==> config.mk <==
export PLATFORM = sky130hd
export DESIGN_NAME = reg_write_arbiter
export DESIGN_NICKNAME = d
export VERILOG_FILES = /design/src/rtl/reg_write_arbiter.sv
export SDC_FILE = /design/constraint.sdc
export NUM_CORES = 1
export LEC_CHECK = 0
export BUFFER_PORTS_ARGS = -buffer_cell sky130_fd_sc_hd__clkbuf_2
export CAP_MARGIN = 20
export CORE_MARGIN = 2
export CORE_UTILIZATION = 48
export CTS_BUF_LIST = sky130_fd_sc_hd__clkbuf_16
export DETAILED_ROUTE_END_ITERATION = 16
export GPL_ROUTABILITY_DRIVEN = 0
export PLACE_DENSITY_LB_ADDON = 0.25
export SLEW_MARGIN = 20
export SYNTH_ARGS = -nofsm -noshare
export SYNTH_HDL_FRONTEND = slang
export SYNTH_SLANG_ARGS = --single-unit
export TNS_END_PERCENT = 100
==> constraint.sdc <==
create_clock -name clk -period 2 [get_ports clk]
set_input_delay 0.1 -clock clk [delete_from_list [all_inputs] [get_ports clk]]
set_output_delay 0.1 -clock clk [all_outputs]
set_load 0.01 [all_outputs]
==> src/rtl/reg_write_arbiter.sv <==
// reg_write_arbiter: round-robin arbiter that funnels single-cycle writes from
// N_REQ requesters into one shared enable-DFF register bank.
module reg_write_arbiter #(
  parameter int unsigned N_REQ  = 4,
  parameter int unsigned DATA_W = 8
) (
  input  logic                      clk,
  input  logic                      rst,
  input  logic [N_REQ-1:0]          req,
  input  logic [N_REQ*DATA_W-1:0]   wdata,
  input  logic                      freeze,
  output logic [N_REQ-1:0]          gnt,
  output logic                      reg_en,
  output logic [DATA_W-1:0]         reg_d,
  output logic                      busy,
  output logic [15:0]               wr_count
);

  localparam int unsigned PTR_W = (N_REQ > 1) ? $clog2(N_REQ) : 1;
  localparam int unsigned CNT_W = 16;

  typedef enum logic {
    IDLE  = 1'b0,
    WRITE = 1'b1
  } state_t;

  state_t                r_state,    w_state_nxt;
  logic [PTR_W-1:0]      r_ptr,      w_ptr_nxt;
  logic [N_REQ-1:0]      r_gnt,      w_gnt_nxt;
  logic                  r_reg_en,   w_reg_en_nxt;
  logic [DATA_W-1:0]     r_reg_d,    w_reg_d_nxt;
  logic                  r_busy;
  logic [CNT_W-1:0]      r_wr_count, w_wr_count_nxt;

  logic                  w_found;
  logic [PTR_W-1:0]      w_winner;

  // (base + off) modulo N_REQ; works for non-power-of-two N_REQ as well
  function automatic logic [PTR_W-1:0] wrap_add(input logic [PTR_W-1:0] base,
                                                 input int unsigned     off);
    int unsigned sum;
    sum = 32'(base) + off;
    if (sum >= N_REQ) sum = sum - N_REQ;
    return PTR_W'(sum);
  endfunction

  // Round-robin search: first requester at or after the pointer
  always_comb begin
    w_found  = 1'b0;
    w_winner = '0;
    for (int unsigned k = 0; k < N_REQ; k++) begin
      if (!w_found && req[wrap_add(r_ptr, k)]) begin
        w_found  = 1'b1;
        w_winner = wrap_add(r_ptr, k);
      end
    end
  end

  // Next-state and next-output logic; gnt/reg_en default low so pulses last one cycle
  always_comb begin
    w_state_nxt    = r_state;
    w_ptr_nxt      = r_ptr;
    w_gnt_nxt      = '0;
    w_reg_en_nxt   = 1'b0;
    w_reg_d_nxt    = r_reg_d;
    w_wr_count_nxt = r_wr_count;
    case (r_state)
      IDLE: begin
        if (!freeze && w_found) begin
          w_state_nxt  = WRITE;
          w_gnt_nxt    = N_REQ'(1) << w_winner;
          w_reg_en_nxt = 1'b1;
          w_reg_d_nxt  = wdata[w_winner*DATA_W +: DATA_W];
          w_ptr_nxt    = wrap_add(w_winner, 32'd1);
        end
      end
      WRITE: begin
        w_state_nxt = IDLE;
        if (r_wr_count != {CNT_W{1'b1}}) w_wr_count_nxt = r_wr_count + CNT_W'(1);
      end
      default: w_state_nxt = IDLE;
    endcase
  end

  // State and registered outputs; synchronous reset wins over everything
  always_ff @(posedge clk) begin
    if (rst) begin
      r_state    <= IDLE;
      r_ptr      <= '0;
      r_gnt      <= '0;
      r_reg_en   <= 1'b0;
      r_reg_d    <= '0;
      r_busy     <= 1'b0;
      r_wr_count <= '0;
    end else begin
      r_state    <= w_state_nxt;
      r_ptr      <= w_ptr_nxt;
      r_gnt      <= w_gnt_nxt;
      r_reg_en   <= w_reg_en_nxt;
      r_reg_d    <= w_reg_d_nxt;
      r_busy     <= (w_state_nxt == WRITE);
      r_wr_count <= w_wr_count_nxt;
    end
  end

  assign gnt      = r_gnt;
  assign reg_en   = r_reg_en;
  assign reg_d    = r_reg_d;
  assign busy     = r_busy;
  assign wr_count = r_wr_count;

endmodule

### Word level (Yosys, flattened, before mapping)

Index checks and enable logic that the tools add are counted.

| word-level totals | value |
|---|---|
| flip-flop bits (word level) | 32 |
| output and inout bits | 30 |
| logic and storage cells | 65 |

| cells by class | value |
|---|---|
| add/sub/neg operators | 10 |
| order comparisons | 9 |
| eq/ne operators | 1 |
| shifts and indexed selects | 2 |
| muxes and demuxes | 23 |
| bitwise gates (word level) | 2 |
| reduce and logical (&&, ||, !) cells | 12 |

Operator list:

| cell | number |
|---|---|
| indexed part select 32 x 6 -> 8 bit | 1 |
| two-way mux 2 bit | 9 |
| adder 16 x 1 -> 16 bit, second input constant | 1 |
| != test 16 bit, second input constant | 1 |
| >= comparator 3 bit, second input constant | 4 |
| < comparator 2 x 3 -> 1 bit, second input constant | 4 |
| subtractor 2 x 1 -> 2 bit, second input constant | 5 |
| two-way mux 1 bit | 9 |
| binary-select mux 1 bit (select 2 bit) | 4 |
| adder 2 x 1 -> 3 bit, second input constant | 2 |
| adder 2 x 2 -> 3 bit, second input constant | 2 |
| logical AND 1 bit | 4 |
| logical NOT 1 bit | 4 |
| AND reduction 2 bit | 2 |
| left shift 1 x 2 -> 4 bit, first input constant | 1 |
| >= comparator 2 x 3 -> 1 bit, second input constant | 1 |
| OR reduction 3 bit | 1 |
| NOT 1 bit | 2 |
| case mux 1 bit (2 select lines) | 1 |
| OR reduction 2 bit | 1 |

### Logic depth before layout (Yosys ltp)

Gate-level depths: netlist of the first run.

| logic depth | value |
|---|---|
| depth in word-level cells | 17 |
| mapped depth | 8 |
| gate-level depth less buffers | 5 |

### Worst setup path after synthesis of the first run

Ideal clock, no wire load.

| timing path | value |
|---|---|
| path kind | register -> register |
| from | register r_wr_count[2] (netlist: wr_count[2]) |
| to | register r_wr_count[14] (netlist: wr_count[14]) |
| arrival time | 1544 ps |
| data required time | 1879 ps |
| path slack | 335 ps |
| cell stages (with the launch flop) | 6 |
| path buffers | 0 |
| period minus slack after synthesis | 1665 ps |
| cell sequence | dfxtp_1 -> and4_4 -> nand2_4 -> nor4_4 -> nand3_1 -> mux2_4 |

| between the ends | value |
|---|---|
| cells in the longest elaborated chain, start to end | 2 |
| elaborated cells on any way between the ends | 3 |

RTL lines:

| what | line | text |
|---|---|---|
| start, declared | 33 | `logic [CNT_W-1:0] r_wr_count, w_wr_count_nxt;` |
| start signal, assigned | 102 | `r_wr_count <= w_wr_count_nxt;` |
| branches (longest 2 deep; another with adder 16 x 1 -> 16 bit) | -- |  |

Several ways; the timed one is not identified.
A chain may end at the register's enable or synchronous reset.

### Worst setup path after layout of the first run

| timing path | value |
|---|---|
| from | register r_ptr[1] |
| to | register r_reg_d[5] (netlist: reg_d[5]) |

| between the ends | value |
|---|---|
| cells in the longest elaborated chain, start to end | 16 |
| elaborated cells on any way between the ends | 40 |

RTL lines:

| what | line | text |
|---|---|---|
| start, declared | 28 | `logic [PTR_W-1:0] r_ptr, w_ptr_nxt;` |
| start signal, assigned | 97 | `r_ptr <= w_ptr_nxt;` |
| branches (longest 16 deep; another with adder 2 x 1 -> 3 bit) | -- |  |
| end signal, assigned | 100 | `r_reg_d <= w_reg_d_nxt;` |
| end, declared | 31 | `logic [DATA_W-1:0] r_reg_d, w_reg_d_nxt;` |

Several ways; the timed one is not identified. The select of a mux whose other input is x is not followed.

==> results.json, run 1 <==
{
  "initialDrtViolationCount": 68,
  "grt_overflow": 0,
  "die_height_um": 64.2,
  "place_area_mm2": 0.00211,
  "drive_gt1_share_pct": 39.8,
  "netlist.area_leader.share_pct": 35.7,
  "power_leakage_nw": 1.01,
  "muxShareOfSynthArea_pct": 6.63,
  "die_x_um": 64.2,
  "grt_util_met2_pct": 34.4,
  "finalSetupViolCount": 0,
  "drt_wl_total_um": 4120,
  "busiest_layer": "met2",
  "yosys_warnings": 0,
  "cts_tree": "built",
  "syn2layout_area_growth_pct": 30.7,
  "min_path_type": "input port to flop",
  "fin_crit_ns": 1.85,
  "start_util_pct": 50.8,
  "wire_per_inst_um": 13.9,
  "crit_buf_inv": 0,
  "async_reset_ff_share_pct": 0,
  "post_cts_buffers": 0,
  "num_rows": 21,
  "use_met3_pct": 5.11,
  "fmax_ghz": 0.540,
  "path_max_fanout": 11,
  "grt_pass1_wl_um": 6630,
  "vdd_drop_max_v": 0.000495,
  "critPathRequiredTime_ns": 2.18,
  "synthDistinctLibCells": 51,
  "drtAntennaViolNets": 0,
  "timing.setup.tns_ns": 0,
  "nFillCells": 293,
  "fin_crit_sh_pct": 92.6,
  "synthTopCellsByArea": "dfxtp_1 (36%), a2111oi_2 (6.1%), mux2i_1 (5.8%)",
  "power_density_mw_per_mm2": 789,
  "grtUsageMet1_pct": 25.8,
  "yosys.area_share.simple_pct": 21.8,
  "grt_util_all_layers_pct": 20.6,
  "synth_edf_count": 0,
  "path_common_cell": "mux2i_1",
  "nets": 290,
  "slew_headroom_pct": 58.8,
  "place_ws_ns": 0.173,
  "cts_sinks": 31,
  "ys_seq_area_share_pct": 35.7,
  "syn_area_mm2": 0.00174,
  "skew_ns": 0.00836,
  "dr.pass1.iters": 6,
  "synth-xor-area-share_pct": 5.04,
  "grt_pass1_vias": 1491,
  "slew_viol_final": 0,
  "synth_flop_cell": "dfxtp_1",
  "grt_start_max_net_pins": 26,
  "start_kind": "flop",
  "hp-start": "wdata[8]",
  "clock_path_buffers": 2,
  "synth-adder-area-share_pct": 0.720,
  "worstSetupEndpointType": "flop",
  "drv_cap": 0,
  "dr_total_vias": 1652,
  "avgSynthCellArea_um2": 9.65,
  "hpwlAfterDp_um": 3040,
  "cts_buffers": 5,
  "slowest_stage": "dfxtp_1",
  "routed_via_density": 5.56,
  "diodes": 0,
  "rr_startpoint": "r_ptr[1]",
  "rrSetupSlack_ns": 0.15,
  "root_buffer": "clkbuf_16",
  "htree_levels": 2,
  "drcViolationCount": 0,
  "synth_compound_area_share_pct": 25.2,
  "synth_top_family_by_area": "compound AO/OA/AOI/OAI gates",
  "arrival_ns": 2.03,
  "tightest_slew_ns": 0.613,
  "antenna_found_initial": 0,
  "syn_nets": 220,
  "final_common_cell": "clkbuf_2",
  "portBuffers": 68,
  "cts_hold_buffers": 0,
  "final_cell_area_mm2": 0.00227,
  "clkSlewWorstSetupHoldPaths_ns": 0.05,
  "path_class": "flop to flop",
  "ctsResizeCount": 0,
  "cp_cell_sequence": "mux2i_1 > o22a_1 > nand2_2 > mux2i_1 > a211oi_1",
  "ioPinCount": 69,
  "final_hold_viol_count": 0,
  "status": "completed",
  "startpoint": "r_ptr[1]",
  "ys_ff_latch": 31,
  "rsz0062_at_grt": "no",
  "critPathTopFamily": "compound AO/OA/AOI/OAI gates",
  "layout_setup_ws_ns": 0.147,
  "final_cell_mix": "clkbuf_2 (68), dfxtp_1 (31), nor2_1 (15)",
  "yosysTopAreaCell": "dfxtp_1",
  "critPathMaxStageDelay_ns": 0.44,
  "core-area_mm2": 0.00342,
  "clock_latency_ns": 0.27,
  "timing.hold.ws_ns": 0.146,
  "syn_inst": 180,
  "dieArea_mm2": 0.00412
}
==> cell type report <==
class / instances / area [um2] / share of cell area, %
Clock buffer: 5 / 125 / 5.51
Multi-Input combinational cell: 135 / 1030 / 45.4
Tap cell: 46 / 57.6 / 2.54
Sequential cell: 31 / 621 / 27.3
Clock inverter: 3 / 38.8 / 1.71
Timing Repair Buffer: 74 / 385 / 17.0
Inverter: 3 / 11.3 / 0.496
==> tightest hold or removal path, delay by kind of cell <==
family | cells | cell delay, ns
AOI/OAI and AO/OA | 1 | 0.08
muxes | 1 | 0.11
buffers and inverters | 1 | 0.08
==> per-stage QoR <==
step | power, mW | std cells | utilization (%)
after floorplan | 0.868 | 180 | -
after global placement | 0.956 | 289 | 61.6
after detailed placement | 0.959 | 289 | 61.6
after CTS | 1.80 | 297 | 66.4
after global routing | 1.86 | 297 | 66.4
final | 1.79 | 297 | 66.4
==> flip-flops by register name, indices dropped and copies added (netlist names) <==
name,cells
wr_count,16
reg_d,8
gnt,4
r_ptr,2
reg_en,1
==> report_power, final <==
part / internal, mW / switching [mW]
logic: 0.125 / 0.158
registers: 0.647 / 0.0218
clock network: 0.580 / 0.261
==> worst paths after layout <==
check / cells past startpoint / end
max: 5 / reg_d[5]
max reg2reg: 5 / reg_d[5]
min: 3 / reg_d[0]
min reg2reg: 2 / reg_d[6]
==> kinds of logic (layout without fill, tap and decap cells) <==
group,count (synthesis),count (layout)
compound gates,52,52
xor+xnor,10,10
fa+ha+maj,1,1
buf+inv,14,85
flops,31,31
mux,11,11
simple gates,61,61
==> layer usage <==
layer	share of wire, %	wire length, um
met4	1.2	50
met2	46	1880
met5	0	0
met1	47	1950
met3	5.9	244
==> cells in the mapped netlist, drive strengths merged, types with 3 or more instances <==
| cell | count |
|---|---|
| a2111oi | 8 |
| clkbuf | 5 |
| dfxtp | 31 |
| and4 | 4 |
| a21oi | 4 |
| nor4 | 4 |
| nor2 | 16 |
| o21ai | 4 |
| inv | 3 |
| mux2i | 10 |
| and3 | 5 |
| nand3 | 4 |
| nor3 | 6 |
| o21bai | 8 |
| a21boi | 8 |
| xnor2 | 8 |
| a211oi | 8 |
| nand2 | 9 |
| buf | 6 |
| nand4 | 4 |
(Power assumes the default switching activity.)
==> run 2: changes to the inputs <==
BUFFER_PORTS_ARGS = default   (was -buffer_cell sky130_fd_sc_hd__clkbuf_2)
CORE_UTILIZATION = 45   (was 48)
CTS_BUF_LIST = sky130_fd_sc_hd__clkbuf_8   (was sky130_fd_sc_hd__clkbuf_16)
DONT_BUFFER_PORTS = 1   (was default)
==> run 2 against run 1 <==
Effect of this change:
- utilization is 14 points lower
- routed wire length is 1.0% lower
- power is 15% lower
==> results.json, run 2 (synthesis gave the netlist of run 1 again) <==
{
  "post_cts_buffers": 0,
  "rsz0062_at_grt": "no",
  "routed_via_density": 6.00,
  "clock_latency_ns": 0.29,
  "dr_total_vias": 1423,
  "start_util_pct": 47.1,
  "grt_util_all_layers_pct": 20.0,
  "finalSetupViolCount": 0,
  "fin_crit_sh_pct": 88.7,
  "core-area_mm2": 0.00369,
  "drt_wl_total_um": 4080,
  "fmax_ghz": 0.564,
  "final_cell_mix": "dfxtp_1 (31), nor2_1 (15), mux2i_1 (10), buf_4 (10)",
  "sw_frac_of_total_pct": 25.6,
  "syn2layout_area_growth_pct": 11.5,
  "final_common_cell": "dfxtp_1",
  "cts_tree": "built",
  "path_max_fanout": 8,
  "slew_viol_final": 0,
  "drv_cap": 0,
  "clock_path_buffers": 2,
  "dr.pass1.iters": 4,
  "clkSlewWorstSetupHoldPaths_ns": 0.07,
  "die_height_um": 66.1,
  "status": "completed",
  "clockPowerShare_pct": 42.0,
  "power_frac_seq_pct": 44.6,
  "cts_buffers": 5,
  "wire_per_inst_um": 17.2,
  "diodes": 0,
  "num_rows": 22,
  "layout_setup_ws_ns": 0.227,
  "fin_crit_ns": 1.77,
  "antenna_found_initial": 0,
  "htree_levels": 2,
  "die_x_um": 66.1,
  "path_class": "flop to flop",
  "place_ws_ns": 0.153,
  "portBuffers": 0,
  "slew_headroom_pct": 38.6,
  "timing.hold.ws_ns": 0.0530,
  "arrival_ns": 2.00,
  "critPathRequiredTime_ns": 2.23,
  "power_leakage_nw": 0.732,
  "timing.setup.tns_ns": 0,
  "grt_start_max_net_pins": 26,
  "nets": 228,
  "root_buffer": "clkbuf_8",
  "hpwlAfterDp_um": 3040,
  "switchingPower_mw": 0.389,
  "tightest_slew_ns": 0.918,
  "ioPinCount": 69,
  "drtAntennaViolNets": 0,
  "vdd_drop_max_v": 0.000385,
  "initialDrtViolationCount": 62,
  "grt_pass1_vias": 1451,
  "final_hold_viol_count": 0,
  "grt_pass1_wl_um": 6650,
  "cts_sinks": 31,
  "comb_power_share_pct": 13.4,
  "drive_gt1_share_pct": 20.1,
  "start_kind": "flop",
  "worstSetupEndpointType": "flop",
  "drcViolationCount": 0,
  "min_path_type": "input port to flop",
  "grt_overflow": 0,
  "intPower_mw": 1.13,
  "largest_reg_flops": 16,
  "nFillCells": 349,
  "power_density_mw_per_mm2": 785,
  "dieArea_mm2": 0.00437,
  "skew_ns": 0.00760
}
==> run 2: cell count changes in the layout (fill, tap and decap cells not counted), sizes merged <==
cell,change
clkinv,-1
buf,+4
clkbuf,-67
dlygate4sd3,+2
==> run 2: worst max-delay path, cell delays in order, from the launching register on <==
cell and delay (ns):
dfxtp_1 0.50, and4_1 0.32, and3_1 0.25, a31oi_1 0.18
a311oi_1 0.34, a41o_1 0.12
==> run 2: power by group through the flow <==
stage | Clock [mW] | Sequential (mW) | Combinational, mW
global route | 0.683 | 0.682 | 0.226
floorplan | 0 | 0.686 | 0.181
detailed placement | 0 | 0.693 | 0.191
CTS | 0.652 | 0.679 | 0.202
global placement | 0 | 0.691 | 0.185
finish | 0.639 | 0.679 | 0.203
==> run 2: per-layer routing <==
metal  vias up  routed length, um  track usage, %
met2        62               2000            34.3
met1       649               1680            22.3
met3        11                303            6.64
met5         -                  0               0
met4         0                 95            9.18
li1        701                  -               -
==> run 2: metrics by stage <==
stage	instances	cell area [um2]	power, mW	util [%]
6_report	237	1940	1.52	52.5
5_1_grt	237	1940	1.59	52.5
4_1_cts	237	1940	1.53	52.5
3_5_place_dp	227	1800	0.884	48.7
3_3_place_gp	227	1800	0.877	48.7
2_1_floorplan	180	1740	0.868	-
==> run 2: area by class of cell <==
cell class	count	area, um2	area share [%]
repair buffers	12	95.1	4.91
clock buffers	6	82.6	4.26
inverters	3	11.3	0.581
flip-flops and latches	31	621	32.0
clock inverters	2	35.0	1.81
multi-input cells	135	1030	53.3
well taps	48	60.1	3.10
==> run 2: what timing repair did <==
item | 4_1_cts | 5_1_grt
endpoints found under the setup margin | 0 | 6
endpoints found under the hold margin | 24 | 0
hold buffers | 2 | 0
gates resized for setup | 0 | 1
==> run 2: worst paths after layout <==
| kind | to | cells past startpoint | from | slack (ns) |
|---|---|---|---|---|
| worst min-delay path | wr_count[14] | 2 | rst | 0.05 |
| worst max register to register | wr_count[4] | 5 | wr_count[7] | 0.23 |
| worst max-delay path | wr_count[4] | 5 | wr_count[7] | 0.23 |
| worst min register to register | r_ptr[0] | 2 | r_ptr[0] | 0.57 |
